$ cat src/rtl/shift_ctl_pkg.sv
// rtl/shift_ctl_pkg.sv - shared constants and helpers for the shift controller
// Purpose : direction codes, one-hot FSM state codes and a 32-bit bit reversal.
// Ports   : none (package).
package shift_ctl_pkg;

    localparam logic [1:0] DIR_SLL = 2'b00;
    localparam logic [1:0] DIR_SRL = 2'b01;
    localparam logic [1:0] DIR_SRA = 2'b11;

    localparam logic [3:0] ST_IDLE  = 4'b0001;
    localparam logic [3:0] ST_START = 4'b0010;
    localparam logic [3:0] ST_BUSY  = 4'b0100;
    localparam logic [3:0] ST_RESP  = 4'b1000;

    function automatic logic [31:0] bitrev(input logic [31:0] v);
        logic [31:0] r;
        for (int i = 0; i < 32; i++) begin
            r[i] = v[31-i];
        end
        return r;
    endfunction

endpackage

$ cat src/rtl/shift_ctl_xform.sv
// rtl/shift_ctl_xform.sv - pre/post operand transform around a left-only shifter
// Purpose : maps SRL/SRA onto a left shift by bit reversal (and sign inversion
//           for SRA) before the shifter, and undoes it after.
// Ports   : operand_i - value to transform
//           dir_i     - shift direction code (2'b10 behaves as SLL)
//           sign_i    - sign of the original operand (used by SRA only)
//           post_i    - 0 = pre-shift transform, 1 = post-shift transform
//           result_o  - transformed value
module shift_ctl_xform
    import shift_ctl_pkg::*;
(
    input  logic [31:0] operand_i,
    input  logic [1:0]  dir_i,
    input  logic        sign_i,
    input  logic        post_i,
    output logic [31:0] result_o
);

    always_comb begin
        result_o = operand_i;
        case (dir_i)
            DIR_SRL: result_o = bitrev(operand_i);
            // SRA: inverting a negative value turns sign fill into zero fill,
            // so a logical right shift of the inverted value is correct once
            // the inversion is undone on the way out.
            DIR_SRA: result_o = post_i ? (bitrev(operand_i) ^ {32{sign_i}})
                                       : bitrev(operand_i ^ {32{sign_i}});
            default: result_o = operand_i;
        endcase
    end

endmodule

$ cat src/rtl/shift_ctl.sv
// rtl/shift_ctl.sv - two-port front end sharing one left-only shifter
// Purpose : arbitrates port 0/1 requests, issues one start pulse to the shifter
//           with a pre-transformed operand, post-transforms the result and holds
//           it until the consumer accepts it.
// Ports   : i_clk, i_rst (async, active-high)
//           i_reqN_valid/op1/shamt/dir, o_reqN_ready - requester ports 0 and 1
//           o_sh_start/op1/op2, i_sh_result/ready    - shifter interface
//           o_rsp_valid/id/result, i_rsp_ready       - response interface
module shift_ctl
    import shift_ctl_pkg::*;
#(
    parameter bit RR_EN = 1'b1
) (
    input  logic        i_clk,
    input  logic        i_rst,
    input  logic        i_req0_valid,
    input  logic [31:0] i_req0_op1,
    input  logic [4:0]  i_req0_shamt,
    input  logic [1:0]  i_req0_dir,
    output logic        o_req0_ready,
    input  logic        i_req1_valid,
    input  logic [31:0] i_req1_op1,
    input  logic [4:0]  i_req1_shamt,
    input  logic [1:0]  i_req1_dir,
    output logic        o_req1_ready,
    output logic        o_sh_start,
    output logic [31:0] o_sh_op1,
    output logic [4:0]  o_sh_op2,
    input  logic [31:0] i_sh_result,
    input  logic        i_sh_ready,
    output logic        o_rsp_valid,
    output logic        o_rsp_id,
    output logic [31:0] o_rsp_result,
    input  logic        i_rsp_ready
);

    logic [3:0]  state_q, state_d;
    logic        rr_ptr_q;      // port preferred on the next contended grant
    logic [31:0] sh_op1_q;
    logic [4:0]  shamt_q;
    logic [1:0]  dir_q;
    logic        sign_q;
    logic        id_q;
    logic [31:0] rsp_result_q;

    logic        grant_valid;
    logic        grant_id;
    logic [31:0] sel_op1;
    logic [4:0]  sel_shamt;
    logic [1:0]  sel_dir;
    logic [31:0] pre_result;
    logic [31:0] post_result;

    // Arbitration (only meaningful in IDLE)
    always_comb begin
        grant_valid = 1'b0;
        grant_id    = 1'b0;
        if (state_q == ST_IDLE && !i_rst) begin
            if (i_req0_valid && i_req1_valid) begin
                grant_valid = 1'b1;
                grant_id    = (RR_EN != 1'b0) ? rr_ptr_q : 1'b0;
            end else if (i_req0_valid || i_req1_valid) begin
                grant_valid = 1'b1;
                grant_id    = i_req1_valid;
            end
        end
    end

    assign sel_op1   = grant_id ? i_req1_op1   : i_req0_op1;
    assign sel_shamt = grant_id ? i_req1_shamt : i_req0_shamt;
    assign sel_dir   = grant_id ? i_req1_dir   : i_req0_dir;

    shift_ctl_xform u_pre (
        .operand_i (sel_op1),
        .dir_i     (sel_dir),
        .sign_i    (sel_op1[31]),
        .post_i    (1'b0),
        .result_o  (pre_result)
    );

    shift_ctl_xform u_post (
        .operand_i (i_sh_result),
        .dir_i     (dir_q),
        .sign_i    (sign_q),
        .post_i    (1'b1),
        .result_o  (post_result)
    );

    // FSM: state register
    always_ff @(posedge i_clk or posedge i_rst) begin
        if (i_rst) begin
            state_q <= ST_IDLE;
        end else begin
            state_q <= state_d;
        end
    end

    // FSM: next state
    always_comb begin
        state_d = state_q;
        unique case (state_q)
            ST_IDLE:  if (grant_valid) state_d = ST_START;
            ST_START: state_d = ST_BUSY;
            ST_BUSY:  if (i_sh_ready) state_d = ST_RESP;
            ST_RESP:  if (i_rsp_ready) state_d = ST_IDLE;
            default:  state_d = ST_IDLE;
        endcase
    end

    // FSM: outputs
    always_comb begin
        o_req0_ready = grant_valid && !grant_id;
        o_req1_ready = grant_valid && grant_id;
        o_sh_start   = (state_q == ST_START);
        o_rsp_valid  = (state_q == ST_RESP);
    end

    // Datapath registers
    always_ff @(posedge i_clk or posedge i_rst) begin
        if (i_rst) begin
            rr_ptr_q     <= 1'b0;
            sh_op1_q     <= '0;
            shamt_q      <= '0;
            dir_q        <= '0;
            sign_q       <= 1'b0;
            id_q         <= 1'b0;
            rsp_result_q <= '0;
        end else begin
            if (grant_valid) begin
                rr_ptr_q <= ~grant_id;
                sh_op1_q <= pre_result;
                shamt_q  <= sel_shamt;
                dir_q    <= sel_dir;
                sign_q   <= sel_op1[31];
                id_q     <= grant_id;
            end
            if (state_q == ST_BUSY && i_sh_ready) begin
                rsp_result_q <= post_result;
            end
        end
    end

    assign o_sh_op1     = sh_op1_q;
    assign o_sh_op2     = shamt_q;
    assign o_rsp_id     = id_q;
    assign o_rsp_result = rsp_result_q;

endmodule
$ cat config.mk
export PLATFORM = sky130hd
export DESIGN_NAME = shift_ctl
export DESIGN_NICKNAME = d
export VERILOG_FILES = /design/src/rtl/shift_ctl_pkg.sv /design/src/rtl/shift_ctl_xform.sv /design/src/rtl/shift_ctl.sv
export SDC_FILE = /design/constraint.sdc
export NUM_CORES = 1
export LEC_CHECK = 0
export CAP_MARGIN = 20
export CORE_MARGIN = 3
export CORE_UTILIZATION = 45
export CTS_CLUSTER_SIZE = 28
export DETAILED_ROUTE_END_ITERATION = 8
export PLACE_DENSITY = 0.8
export SETUP_SLACK_MARGIN = 0.3
export SYNTH_ARGS = -nofsm -noshare
export SYNTH_HDL_FRONTEND = slang
export SYNTH_SLANG_ARGS = --single-unit
export TNS_END_PERCENT = 50
$ cat constraint.sdc
create_clock -name i_clk -period 2.75 [get_ports i_clk]
set_input_delay 0.55 -clock i_clk [delete_from_list [all_inputs] [get_ports i_clk]]
set_output_delay 0.55 -clock i_clk [all_outputs]
set_load 0.005 [all_outputs]
==> results of run 1 <==
[registers in the layout, indices dropped and copies added (netlist names)]
name          cells
o_rsp_id          1
sign_q            1
o_sh_op2          5
state_q           4
dir_q             2
o_sh_op1         32
o_rsp_result     32
rr_ptr_q          1
[kinds of logic after synthesis]
| family | count (synthesis) | synth area share |
|---|---|---|
| buf+inv | 59 | 0.0539 |
| flops | 78 | 0.379 |
| xor+xnor | 92 | 0.157 |
| compound gates | 175 | 0.198 |
| mux | 4 | 0.00972 |
| simple gates | 260 | 0.203 |
[synthesized netlist by cell type, types with 3 or more instances]
cell,n
nand3_1,6
a22oi_1,5
nor3_1,3
o21ai_0,62
dfrtp_1,77
a31o_2,30
nand2_1,234
xor2_1,92
nor2_1,8
buf_1,5
buf_2,27
o21ai_1,39
clkbuf_1,16
inv_1,5
a21oi_1,33
[worst paths after layout]
kind                            cells after the start  slack, ns                      from                        to
worst max-delay path                                5       0.34              i_req0_valid              o_req1_ready
worst min-delay path                                2       0.48  o_sh_op1[31]$_DFFE_PP0P_  o_sh_op1[31]$_DFFE_PP0P_
worst max register to register                      7       0.70    state_q[3]$_DFFE_PP0P_  o_sh_op1[10]$_DFFE_PP0P_
worst min register to register                      2       0.48  o_sh_op1[31]$_DFFE_PP0P_  o_sh_op1[31]$_DFFE_PP0P_
max in group asynchronous                           3       1.86                     i_rst      dir_q[0]$_DFFE_PP0P_
min in group asynchronous                           3       0.54                     i_rst    state_q[3]$_DFFE_PP0P_
[what timing repair did]
action | 4_1_cts | 5_1_grt
gates resized for setup | 3 | 5
setup buffers | 2 | 2
pin swaps | 1 | 1
endpoints found under the setup margin | 2 | 1
[area by class of cell]
class / count / area (um2)
multi-input combinational: 531 / 2950
tap: 140 / 175
timing repair buffer: 206 / 2080
clock inverter: 6 / 109
fill: 895 / 3490
clock buffer: 10 / 239
inverter: 7 / 30.0
sequential: 78 / 1960
[power groups by stage]
stage | clock network [mW] | registers (mW) | logic (mW)
finish | 1.38 | 2.03 | 2.81
floorplan | 0 | 1.92 | 1.41
detailed placement | 0 | 2.04 | 2.78
global route | 1.44 | 2.10 | 3.11
CTS | 1.40 | 2.02 | 2.81
global placement | 0 | 2.02 | 2.69
[critical path: stages]
cell,delay (ns)
clkdlybuf4s50_1,0.48
nand2b_4,0.13
nand3_2,0.09
inv_2,0.09
clkdlybuf4s50_1,0.51
[per-stage QoR]
stage          instance area [um2]  power, mW  setup WS, ns
2_1_floorplan                 5150       3.33         0.782
3_3_place_gp                  7150       4.71         0.142
3_5_place_dp                  7150       4.82         0.117
4_1_cts                       7510       6.23         0.243
5_1_grt                       7540       6.65         0.285
6_report                      7540       6.21         0.337
[metal layers]
metal,GRT usage,up-vias,part of all wire
li1,-,2535,-
met1,0.322,2535,0.41
met2,0.404,253,0.49
met3,0.0444,33,0.077
met4,0.108,0,0.025
met5,0,-,0
==> flow_summary.rst, run 1 <==
.. list-table::
   :header-rows: 1

   * - Metric
     - Value
   * - DIE AREA
     - roughly 13,000 um2
   * - Number of cells in the design after placement
     - around 960
   * - Transition time at the pin with the least slew margin
     - around 0.93 ns
   * - Clk pwr share
     - 0.222
   * - TritonCTS clock tree
     - yes
   * - Overflow left after global routing
     - 0
   * - Top fanout value on the critical path
     - 5
   * - Clock latency at the later pin of the worst-skew pair
     - approximately 0.33 ns
   * - Diodes inserted
     - 0
   * - Post-Synthesis Mean Instance Area
     - between 7 and 8 um2
   * - FP Rows
     - 38
   * - Switching power
     - between 2 and 2.5 mW
   * - Number of routed nets with antenna violations
     - 0
   * - Clock tree sinks
     - around 80
   * - Leading register cell type out of synthesis
     - dfrtp_1
   * - 1st-iter DRT viols
     - 553
   * - Run status
     - completed
   * - Final number of hold-violating endpoints
     - 0
   * - Worst endpoint required time
     - about 2.2 ns
   * - Number of buffers added by the clock tree synthesis step
     - 9
   * - Highest-count cells in the layout ignoring fill and taps
     - nand2_1 (229), clkdlybuf4s50_1 (186), xor2_1 (92)
   * - Syn-to-layout area delta
     - 46.5%
   * - Pin count of the biggest net entering global routing
     - 79
   * - Final hold slack
     - between 0.4 and 0.5 ns
   * - Share of final-layout standard cells stronger than drive strength 1
     - 0.0990
   * - Core occupancy in the finished layout
     - 0.684
   * - Starting density of the core
     - 0.467
   * - Wire length of the first global-routing pass
     - about 26,000 um
   * - Height of the chip
     - between 100 and 150 um
   * - Clock Tree Root
     - clkbuf_16
   * - Vias per cell
     - 5.48
   * - Number of warnings printed during yosys synthesis
     - 0
   * - Syn nets
     - approximately 780
   * - Worst setup SP type
     - input pin
   * - First-pass detailed-route iteration total
     - 5
   * - Antenna violations before repair
     - 0
   * - Post-synth EDFFs
     - 0
   * - CTS H-Tree Depth
     - 3
   * - WL per Instance
     - 16.4 um
   * - Areal power density over the cells
     - 824 nW/um2
   * - Max_cap viols
     - 0
   * - Total negative slack for setup checks
     - 0 ns
   * - Count of port buffers added during placement
     - around 190
   * - Largest area contributor in the synthesized netlist
     - dfrtp_1
   * - Maximum ir drop on the vdd rail
     - between 0.3 and 0.4 mV
   * - Setup repair after global routing missed its margin
     - false
   * - Worst-path clk slew
     - around 0.06 ns
   * - Post-Route WL
     - around 16,000 um
   * - Final critical delay including setup and external delays
     - around 2.4 ns
   * - Pins over their slew limit
     - 0
   * - Top-level port count
     - 190
   * - Horiz. Die Dim
     - between 100 and 150 um
   * - Buffer depth of the longest clock path
     - 2
   * - Mapped Cells
     - 668
   * - Max-slew headroom
     - 0.380
   * - Type of the tightest min-delay check
     - reg2reg
   * - Crit path DAT
     - approximately 1.9 ns
   * - Final cell count without fillers
     - 978
   * - Async SR Flop Fraction
     - 1.00
   * - Area fraction of the dominant cell type after synthesis
     - 0.374
   * - Sw frac
     - 0.346
   * - DRC viols
     - 0
   * - Ratio of final minimum period to clock period
     - 0.877
   * - Quantity of hold-fixing buffers added after cts
     - 0
   * - Most common cell after layout, fill and taps aside
     - nand2_1
   * - Via count of the first global-routing pass
     - about 5,400
   * - Number of register bits inferred by synthesis
     - roughly 80
   * - Worst setup path class
     - in2out
   * - DR vias
     - approximately 5,400
   * - Cell internal power dissipation
     - 4.06 mW
   * - Static leakage power
     - ~3.2 nW
   * - Global routing usage summed across all routing layers
     - 0.247
   * - Routability congestion estimate
     - between 0.8 and 0.9
   * - Kind of end point of the critical path
     - output pin
   * - Reg power frac
     - 0.326
   * - Netlist cell types
     - 36
   * - Largest cells by area after synthesis
     - dfrtp_1 (37%), nand2_1 (17%), xor2_1 (16%), o21ai_0 (6.0%), a31o_2 (5.1%)
   * - Post-detail-place hpwl
     - roughly 11,000 um
   * - Maximum clock frequency
     - between 0.4 and 0.5 GHz
   * - Worst Clk Skew
     - around 0.0061 ns
   * - Cell area after synthesis
     - 5150 um2
   * - Fraction of power consumed by combinational cells
     - 0.452
   * - Portion of the post-synthesis area used by sequential elements
     - 0.379
   * - Net total in the final layout
     - about 950
   * - Count of final setup violators
     - 0
   * - Core Area
     - roughly 11,000 um2
No activity file was read; power rests on OpenSTA's default activity.
==> run 2, diff against run 1 <==
CORE_UTILIZATION = 41   (was 45)
PLACE_DENSITY = 0.77   (was 0.8)
SETUP_SLACK_MARGIN = default   (was 0.3)
clock period = 2.2 ns   (was 2.75 ns; I/O delays follow)
==> run 2 against run 1 <==
Against the previous run: design area is 1.5% higher; non-clock buffer count is 11 higher; total power is 23% higher; largest power group unchanged; clock skew is 0.0029 ns higher; die area increased by 9.2%; critical path type is now reg2out; setup slack got worse by 0.21 ns.
==> flow_summary.rst, run 2 (synthesis gave the netlist of run 1 again) <==
.. list-table::
   :header-rows: 1

   * - Metric
     - Value
   * - Run status
     - completed
   * - Vias per cell
     - 5.25
   * - Share of final-layout standard cells stronger than drive strength 1
     - 0.102
   * - Ratio of final minimum period to clock period
     - 0.941
   * - Critical path's slowest cell
     - dfstp_2
   * - Worst setup path class
     - reg2out
   * - Worst endpoint required time
     - 1.76 ns
   * - Chain of cells forming the critical path
     - nor4b_4 > buf_4 > nand2_2 > nor2_1 > clkdlybuf4s15_1
   * - Maximum clock frequency
     - slightly below 0.5 GHz
   * - Horiz. Die Dim
     - 118 um
   * - Global routing usage summed across all routing layers
     - 0.225
   * - Post-Route WL
     - approximately 16,000 um
   * - Setup repair after global routing missed its margin
     - false
   * - Pin count of the biggest net entering global routing
     - 66
   * - Worst-path clk slew
     - 0.06 ns
   * - Number of routed nets with antenna violations
     - 0
   * - Final hold slack
     - ~0.32 ns
   * - Wire length of the first global-routing pass
     - 26,000 um
   * - Overflow left after global routing
     - 0
   * - Transition time at the pin with the least slew margin
     - around 0.53 ns
   * - Count of final setup violators
     - 0
   * - Static leakage power
     - about 3.3 nW
   * - Number of cells in the design after placement
     - ~1,000
   * - TritonCTS clock tree
     - yes
   * - Post-detail-place hpwl
     - 11,500 um
   * - WL per Instance
     - about 16 um
   * - Buffer depth of the longest clock path
     - 2
   * - Top-level port count
     - 190
   * - Number of buffer and inverter instances along the worst setup path
     - 2
   * - FP Rows
     - 40
   * - Count of port buffers added during placement
     - 189
   * - DR vias
     - about 5,300
   * - Final number of hold-violating endpoints
     - 0
   * - Via count of the first global-routing pass
     - roughly 5,400
   * - First-pass detailed-route iteration total
     - 6
   * - Most common cell after layout, fill and taps aside
     - nand2_1
   * - Cell family contributing the most delay on the critical path
     - flip-flops
   * - Highest-count cells in the layout ignoring fill and taps
     - nand2_1 (229), clkdlybuf4s50_1 (183), xor2_1 (92)
   * - Final cell count without fillers
     - just over 1,000
   * - Quantity of hold-fixing buffers added after cts
     - 0
   * - Height of the chip
     - between 100 and 150 um
   * - Starting density of the core
     - 0.423
   * - Maximum ir drop on the vdd rail
     - between 0.3 and 0.4 mV
   * - Syn-to-layout area delta
     - 48.7%
   * - Biggest cell delay along the critical path
     - 0.53 ns
   * - Kind of end point of the critical path
     - output pin
   * - Number of buffers added by the clock tree synthesis step
     - 9
   * - Clock latency at the later pin of the worst-skew pair
     - about 0.33 ns
   * - Pins over their slew limit
     - 0
   * - Max-slew headroom
     - 0.650
   * - Reg2Reg Depth
     - 7
   * - DIE AREA
     - roughly 14,000 um2
   * - Worst setup SP type
     - register
   * - Clock tree sinks
     - a little under 80
   * - Levels on crit path
     - 5
   * - DRC viols
     - 0
   * - Final critical delay including setup and external delays
     - roughly 2.1 ns
   * - Type of the tightest min-delay check
     - in2async
   * - Areal power density over the cells
     - between 900 and 1000 nW/um2
   * - Antenna violations before repair
     - 0
   * - Top fanout value on the critical path
     - 2
   * - Crit path DAT
     - between 1.5 and 2 ns
   * - R2R Setup Slk
     - approximately 0.26 ns
   * - Worst Clk Skew
     - roughly 0.009 ns
   * - Max_cap viols
     - 0
   * - 1st-iter DRT viols
     - 510
   * - Diodes inserted
     - 0
   * - CTS H-Tree Depth
     - 3
   * - Net total in the final layout
     - 960
   * - Routability congestion estimate
     - approximately 0.86
   * - Core Area
     - roughly 12,000 um2
   * - Clock Tree Root
     - clkbuf_16
==> run 2: cell types whose count changed in the layout (fill, tap and decap cells not counted), moves of 3 or more <==
cell             before  now
buf_12                5    8
buf_4                12   19
clkdlybuf4s50_1     186  183
dfrtp_1              74   77
dfrtp_2               3    0
dlygate4sd2_1         2    5
==> run 2: worst paths after layout <==
| check | from | end |
|---|---|---|
| worst max-delay path | state_q[0]$_DFFE_PP1P_ | o_req0_ready |
| worst min-delay path | i_rst | o_sh_op2[3]$_DFFE_PP0P_ |
| worst max register to register | state_q[0]$_DFFE_PP1P_ | o_sh_op1[9]$_DFFE_PP0P_ |
| worst min register to register | o_rsp_result[27]$_DFFE_PP0P_ | o_rsp_result[27]$_DFFE_PP0P_ |
| max in group asynchronous | i_rst | state_q[0]$_DFFE_PP1P_ |
| min in group i_clk | o_rsp_result[27]$_DFFE_PP0P_ | o_rsp_result[27]$_DFFE_PP0P_ |
==> run 2: cell type report <==
type / instances / area [um2]
Tap cell: 168 / 210
Inverter: 7 / 30.0
Sequential cell: 78 / 1950
Clock buffer: 11 / 243
Clock inverter: 5 / 81.3
Fill cell: 1025 / 4510
Timing Repair Buffer: 217 / 2200
Multi-Input combinational cell: 531 / 2940
==> run 2: through the flow <==
step                setup slack, ns  area (um2)  TNS, ns   util  total power, mW
floorplan                     0.342        5150        0      -             4.16
global placement             -0.180        7310    -3.08  0.601             5.92
detailed placement           -0.246        7310    -4.75  0.601             6.05
CTS                          0.0950        7650        0  0.629             7.70
global route                0.00602        7660        0  0.630             8.20
finish                        0.131        7660        0  0.630             7.65
==> run 2: power by group <==
group	switching [mW]	internal [mW]	leakage [nW]	total (mW)
clock	0.594	1.03	0.156	1.62
sequential	0.363	2.02	0.994	2.39
combinational	1.70	1.94	2.13	3.64
total	2.65	5.00	3.28	7.65
==> run 2: per-layer routing <==
metal | track usage | part of all wire | vias up
met5 | 0 | 0 | -
met4 | 0.0821 | 0.011 | 0
met3 | 0.0457 | 0.069 | 19
met2 | 0.379 | 0.49 | 246
met1 | 0.287 | 0.43 | 2520
li1 | - | - | 2559
==> run 2: timing repair <==
item                                    CTS  global route
pin swaps                                 3             0
resized for setup                         6             2
endpoints found under the setup margin    4             4
buffers inserted                          3             0
hold endpoints to repair                  0             0
